## src/rtl/demux4_buf.sv

```systemverilog
// 1-to-4 registered demultiplexer with a one-entry valid/ready register per lane.
// Optional DEMUX4_XFER_CNT_EN adds a wrapping count of accepted input words.
module demux4_buf #(
  parameter int WIDTH = 32,
  parameter int CNT_W = 16
) (
  input  logic             clk,
  input  logic             rst_n,
  input  logic             in_valid,
  output logic             in_ready,
  input  logic [1:0]       in_select,
  input  logic [WIDTH-1:0] in_data,
  output logic [3:0]       out_valid,
  input  logic [3:0]       out_ready,
  output logic [WIDTH-1:0] out_data0,
  output logic [WIDTH-1:0] out_data1,
  output logic [WIDTH-1:0] out_data2,
  output logic [WIDTH-1:0] out_data3,
  output logic [CNT_W-1:0] xfer_count
);

  logic [3:0]       lane_free;
  logic             accept;
  logic [WIDTH-1:0] lane_data [4];

  // A lane can take a word if it is empty or being drained this same edge.
  assign lane_free = ~out_valid | out_ready;
  assign in_ready  = lane_free[in_select];
  assign accept    = in_valid & in_ready;

  // NOTE: sequential state is updated with non-blocking assignments only, so
  // every lane sees the pre-edge values of out_valid/out_ready.
  // NOTE: the lane data registers are reset too, because the outputs must read
  // zero while rst_n is low rather than whatever was last stored.
  always_ff @(posedge clk or negedge rst_n) begin
    if (!rst_n) begin
      out_valid <= 4'b0000;
      for (int i = 0; i < 4; i++) lane_data[i] <= '0;
    end else begin
      for (int i = 0; i < 4; i++) begin
        if (accept && (in_select == 2'(i))) begin
          out_valid[i] <= 1'b1;
          lane_data[i] <= in_data;
        end else if (out_ready[i]) begin
          out_valid[i] <= 1'b0;
        end
      end
    end
  end

  assign out_data0 = lane_data[0];
  assign out_data1 = lane_data[1];
  assign out_data2 = lane_data[2];
  assign out_data3 = lane_data[3];

`ifdef DEMUX4_XFER_CNT_EN
  logic [CNT_W-1:0] xfer_cnt;

  always_ff @(posedge clk or negedge rst_n) begin
    if (!rst_n)      xfer_cnt <= '0;
    else if (accept) xfer_cnt <= xfer_cnt + CNT_W'(1);
  end

  assign xfer_count = xfer_cnt;
`else
  assign xfer_count = '0;
`endif

endmodule

```

## config.mk

```make
export PLATFORM = sky130hd
export DESIGN_NAME = demux4_buf
export DESIGN_NICKNAME = d
export VERILOG_FILES = /design/src/rtl/demux4_buf.sv
export SDC_FILE = /design/constraint.sdc
export NUM_CORES = 1
export LEC_CHECK = 0
export ABC_AREA = 1
export CORE_ASPECT_RATIO = 0.5
export CORE_MARGIN = 1
export CORE_UTILIZATION = 46
export CTS_BUF_LIST = sky130_fd_sc_hd__clkbuf_16
export DETAILED_ROUTE_END_ITERATION = 8
export PLACE_DENSITY_LB_ADDON = 0.15
export RECOVER_POWER = 25
export SLEW_MARGIN = 10
export SYNTH_ARGS = -nofsm -noshare
export SYNTH_HDL_FRONTEND = slang
export SYNTH_SLANG_ARGS = --single-unit
```

## constraint.sdc

```tcl
create_clock -name clk -period 1.5 [get_ports clk]
set_input_delay 0.3 -clock clk [delete_from_list [all_inputs] [get_ports clk]]
set_output_delay 0.3 -clock clk [all_outputs]
set_load 0.03 [all_outputs]
```

==> impl_metrics.toml, run 1 <==
[status]
outcome = "complete, but fails checks"
violations = "negative setup slack"

[die]
fp.dieW_microns = 158
die-area_sq_um = 12700
die_h_microns = 80.1
placementRows = 28
io_pins = 190
initial_utilization_pct = 47.4
core-area_sq_um = 11800

[grt]
grt_max_degree = 55
track_usage_pct = 30.6
first_global_vias = 5173
grt_overflow = 0
grt_pass1_wl_microns = 28700
antenna_found_initial = 0

[logic_synthesis]
yosysMostFrequentCell = "nand2_1"
synth_top_flop_cell = "dfrtp_1"
syn_inst = 616
syn_avg_cell_area_sq_um = 9.10
ys_ff_latch = 132
synth_area_sq_um = 5610
synth_top_cell_area_share_pct = 58.9
netlist_top_cells_area = "dfrtp_1, nand2_1, nand4_1, buf_4, clkbuf_1"
ys_async_sr_fraction_pct = 100
synth-seq-area-share_pct = 58.9
ys_types = 15
ys_warn_count = 0
synth_commonest_cells = "nand2_1, dfrtp_1, nand4_1"
yosys.area.top_type = "dfrtp_1"
synth_edf_count = 0

[cells_and_area]
area_growth_syn_to_layout_pct = 67.0
drive_gt1_share_pct = 41.7
design_area_sq_um = 9370
stdcell_count = 1007
n_antenna_cell = 0
fin_nets = 870

[worst_setup_path]
arrival_ns = 1.49
reg2reg_from = "out_valid[2]"
setup.worst_path.end_class = "output port"
setup.worst_path.end = "in_ready"
criticalPathCategory = "reg2out"
cp_max_fo = 5
r2r_setup_slack_ns = -0.24
startpoint = "out_valid[2]"
r2r_cells = 12
cp.required_ns = 1.20
startpoint_type = "flip-flop"
r2r-end = "out_data3[5]"

[route]
top_layer = "met4"
route.met2.wl_microns = 10100
drt_iter0_markers = 487
wl_per_cell_microns = 21.8
ant_nets = 0
wl_met1_microns = 9120
drc_errors = 0
dr_wl_met3_microns = 2120
via_per_inst = 5.77
routed_wl_microns = 21900
drt-pass1-iter-count = 8
routed-via-count = 5807

[clocking]
cts_tree = "built"
clkTransAtPathRegs_ns = 0.06
cts-root-buf = "clkbuf_16"
insertion_delay_ns = 0.42
cts_buffers = 17
clock_path_buffers = 2
cts.sinks = 132
h-tree-depth = 4

[job]
drv_cap = 0

[sta]
slew_viol_final = 0
slew_headroom_pct = 55.8
setup_viol = 135
post-route-period-util_pct = 120
hold_viol = 0
fmax_mhz = 557
skew_ns = 0.0101
worst_slew_pin_slew_ns = 0.663
rsz0062_at_grt = "yes"
fin_setup_tns_ns = -24.93
finalCriticalPeriod_ns = 1.79
fin_ws_ns = -0.294

[min_path]
hold_path.class = "in2async"

[placement]
post-dp-hpwl_microns = 10600
placed_area_sq_um = 7620
post-place-ws_ns = -0.579
place_inst = 932
routabilityCongestion = 0.781
port_buffers = 173

[power]
power.density_nw_per_um2 = 1430
vdd_drop_max_mv = 0.735
leakage_nw = 4.67
==> cells in the final DEF (no fill, tap or decap) <==
| master | netlist | final |
|---|---|---|
| buf_2 | 13 | 1 |
| buf_16 | 0 | 7 |
| inv_6 | 0 | 4 |
| nand4_1 | 128 | 128 |
| nand3_4 | 0 | 4 |
| nor2_1 | 5 | 1 |
| buf_12 | 0 | 15 |
| conb_1 | 1 | 16 |
| dlygate4sd2_1 | 0 | 15 |
| dfrtp_1 | 132 | 132 |
| buf_6 | 0 | 16 |
| nand2_4 | 0 | 41 |
| clkdlybuf4s15_1 | 0 | 49 |
| clkinv_4 | 0 | 2 |
| inv_1 | 6 | 4 |
| buf_4 | 29 | 15 |
| o21ai_0 | 4 | 1 |
| clkdlybuf4s50_1 | 0 | 36 |
| dlygate4sd3_1 | 0 | 1 |
| bufinv_16 | 0 | 2 |
| clkbuf_2 | 0 | 69 |
| clkbuf_16 | 0 | 31 |
| o21ai_1 | 0 | 2 |
| inv_2 | 1 | 5 |
| nor2_2 | 2 | 1 |
| buf_8 | 0 | 10 |
| nand2_2 | 0 | 116 |
| nor2_4 | 1 | 6 |
| clkinvlp_4 | 0 | 5 |
| o21ai_2 | 0 | 1 |
| nand2_1 | 263 | 106 |
==> through the flow <==
| step | hold WS [ns] | utilization [%] | total power (W) |
|---|---|---|---|
| after global routing | 0.449 | 79.1 | 0.0138 |
| final | 0.439 | 79.1 | 0.0134 |
| after floorplan | 0.00441 | - | 0.00687 |
| after detailed placement | 0.169 | 64.4 | 0.00882 |
| after CTS | 0.306 | 72.2 | 0.0126 |
| after global placement | 0.170 | 64.4 | 0.00878 |
==> report_power, final <==
| part | internal, W | switching (W) | total, W |
|---|---|---|---|
| logic | 0.00156 | 0.00278 | 0.00434 |
| registers | 0.00424 | 0.000642 | 0.00489 |
| clock network | 0.00246 | 0.00168 | 0.00414 |
| total | 0.00826 | 0.00510 | 0.0134 |
==> area by class of cell <==
class | instances | area [sq um]
clock buffers | 17 | 425
clock inverters | 15 | 158
fillers | 735 | 2480
inverters | 7 | 26.3
multi-input cells | 423 | 2620
flip-flops and latches | 132 | 3300
well taps | 165 | 206
repair buffers | 248 | 2630
==> worst max-delay path, stage by stage (launching register included) <==
cell	delay, ns
dfrtp_1	0.40
inv_2	0.08
nor2_4	0.05
nand2_2	0.08
nand2_2	0.08
nor2_4	0.12
buf_6	0.14
buf_6	0.13
==> state kept, by name, indices dropped and copies added (netlist names) <==
register / count
out_valid: 4
out_data0: 32
out_data2: 32
out_data3: 32
out_data1: 32
==> per-layer routing <==
metal / vias to the layer above / GRT usage (%)
met3: 56 / 6.91
met4: 0 / 9.62
met2: 363 / 47.2
met1: 2891 / 43.1
met5: - / 0
li1: 2497 / -
==> how the worst min path moves through the flow <==
stage             start       endpoint  slack, ns  depth (start not counted)
2_1_floorplan     rst_n   out_data0[0]      0.004                          0
5_1_grt        in_valid   out_data0[6]       0.45                          4
3_3_place_gp      rst_n  out_data1[23]       0.17                          1
4_1_cts           rst_n  out_data1[22]       0.31                          2
3_5_place_dp      rst_n  out_data1[22]       0.17                          1
6_report          rst_n  out_data1[22]       0.44                          2
==> repair_timing <==
item                                   4_1_cts  5_1_grt
pin swaps                                    1       35
cloned                                      11       18
resized for setup                          193      405
hold buffers                                 1        0
setup endpoints to repair                  265      207
buffers inserted                            10       12
endpoints found under the hold margin       21        0
==> cell families (layout without fill, tap and decap cells) <==
logic type	count (synthesis)	in the layout	share of synthesized area, %
AND/OR/NAND/NOR	403	403	33.4
flip-flops	132	132	58.9
buffers and inverters	76	287	7.32
AO/OA/AOI/OAI	4	4	0.357
other	1	16	0.0669
Note: power is estimated with default switching activity, not from simulation.
==> run 2, diff against run 1 <==
Settings changed: CORE_MARGIN 1 to default.
==> results of run 2 <==
Same layout as run 1: the final DEF is identical, and so are final timing and power.
==> run 3, diff against run 2 <==
Settings changed: CORE_MARGIN from default to 4, CORE_UTILIZATION 46 to 50, DONT_BUFFER_PORTS from default to 1.
==> impl_metrics.toml, run 3 (synthesis results as in run 1) <==
[clocking]
cts_buffers = 17
h-tree-depth = 4
cts_tree = "built"
hold_buffers = 3
cts.sinks = 132
cts-root-buf = "clkbuf_16"
insertion_delay_ns = 0.41
clkTransAtPathRegs_ns = 0.06
clock_path_buffers = 2

[power]
swShare_pct = 35.7
vdd_drop_max_mv = 0.827
internal-power_w = 0.00744
power.density_nw_per_um2 = 1730
switching_power_w = 0.00413
seqPwrFrac_pct = 53.0
power.clock.fraction_pct = 37.3
power_frac_comb_pct = 9.7
leakage_nw = 3.47

[worst_setup_path]
startpoint_type = "flip-flop"
setup.worst_path.end_class = "output port"
arrival_ns = 1.38
cp_max_fo = 6
cp.required_ns = 1.20
criticalPathCategory = "reg2out"
r2r_setup_slack_ns = -0.16
r2r_cells = 10
r2r-end = "out_data1[4]"
reg2reg_from = "out_valid[1]"

[grt]
track_usage_pct = 24.9
antenna_found_initial = 0
grt_max_degree = 133
first_global_vias = 4277
grt_pass1_wl_microns = 25400
grt_overflow = 0

[sta]
fmax_mhz = 593
rsz0062_at_grt = "yes"
post-route-period-util_pct = 112
slew_viol_final = 0
fin_setup_tns_ns = -8.01
finalCriticalPeriod_ns = 1.68
fin_ws_ns = -0.185
skew_ns = 0.0109
hold_viol = 132
setup_viol = 107
whs_ns = -0.416

[min_path]
hold_path.class = "in2async"

[cells_and_area]
layout_common_cells = "nand2_1, dfrtp_1, nand4_1"
n_antenna_cell = 0
mostFrequentLayoutCell = "nand2_1"
area_growth_syn_to_layout_pct = 19.3
fin_nets = 661
drive_gt1_share_pct = 12.5
stdcell_count = 778

[route]
routed_wl_microns = 16500
ant_nets = 0
wl_per_cell_microns = 21.1
drc_errors = 0
routed-via-count = 4481
via_per_inst = 5.76
drt-pass1-iter-count = 5
drt_iter0_markers = 304

[placement]
port_buffers = 0
post-dp-hpwl_microns = 9300
place_inst = 728
routabilityCongestion = 0.770

[die]
die-area_sq_um = 13100
placementRows = 27
die_h_microns = 82.9
core-area_sq_um = 11000
io_pins = 190
fp.dieW_microns = 158
initial_utilization_pct = 51.1

[status]
outcome = "complete, but fails checks"
violations = "negative hold slack, negative setup slack"

[job]
drv_cap = 0
==> run 3: changes by cell type in the layout (fill, tap and decap cells not counted), moves of 12 or more <==
cell / change
dlygate4sd2_1: -15
clkdlybuf4s50_1: -36
nand2_4: -41
clkbuf_16: -12
clkdlybuf4s15_1: -49
nand2_1: +155
nand2_2: -114
clkbuf_2: -69
==> run 3: final cells by class <==
class                   count  area (sq um)
flip-flops and latches    132          3300
multi-input cells         423          2010
inverters                   7          26.3
fillers                   943          4290
repair buffers             39           558
clock inverters            15           189
clock buffers              17           425
well taps                 145           181
==> run 3: layer usage <==
| layer | GRT usage (%) | vias up | share of wire (%) |
|---|---|---|---|
| li1 | - | 2064 | - |
| met1 | 36.2 | 2197 | 44 |
| met2 | 35.5 | 207 | 43 |
| met3 | 9.47 | 13 | 12 |
| met4 | 5.54 | 0 | 0.94 |
| met5 | 0 | - | 0 |
==> run 3: how the worst max path moves through the flow <==
stage	startpoint	endpoint	slack, ns	depth (start not counted)
floorplan	out_valid[0]	out_data0[24]	0.04	9
global placement	out_valid[1]	out_data2[7]	-0.02	8
detailed placement	out_valid[1]	out_data1[24]	-0.06	8
CTS	out_valid[2]	in_ready	-0.16	6
global route	out_valid[0]	in_ready	-0.25	6
finish	out_valid[1]	in_ready	-0.18	6
==> run 3: critical path, stage by stage, from the launching register on <==
cell	delay (ns)
dfrtp_1	0.40
inv_2	0.06
nor2_1	0.03
nand2_1	0.06
nand2_2	0.07
nor2_4	0.18
buf_12	0.17
==> run 3: power by group through the flow <==
| stage | Sequential (W) | Clock (W) | Combinational (W) |
|---|---|---|---|
| after CTS | 0.00615 | 0.00436 | 0.00110 |
| final | 0.00614 | 0.00432 | 0.00112 |
| after floorplan | 0.00602 | 0 | 0.000850 |
| after detailed placement | 0.00620 | 0 | 0.000987 |
| after global placement | 0.00620 | 0 | 0.000948 |
| after global routing | 0.00622 | 0.00455 | 0.00129 |
==> run 3: through the flow <==
stage / hold WS, ns / setup WS [ns] / util (%) / total power, W / cell area [sq um]
floorplan: 0.00441 / 0.0400 / - / 0.00687 / 5670
global placement: 0.00711 / -0.0164 / 52.0 / 0.00715 / 5710
detailed placement: 0.00652 / -0.0585 / 52.0 / 0.00719 / 5710
CTS: -0.430 / -0.160 / 60.2 / 0.0116 / 6610
global route: -0.443 / -0.254 / 60.9 / 0.0121 / 6690
finish: -0.416 / -0.185 / 60.9 / 0.0116 / 6690
==> run 3: what timing repair did <==
action                                  4_1_cts  5_1_grt
gates cloned                                  6        2
buffers inserted                              5        3
endpoints found under the hold margin       135      132
pin swaps                                     1        9
endpoints found under the setup margin      119      133
resized for setup                            23        8
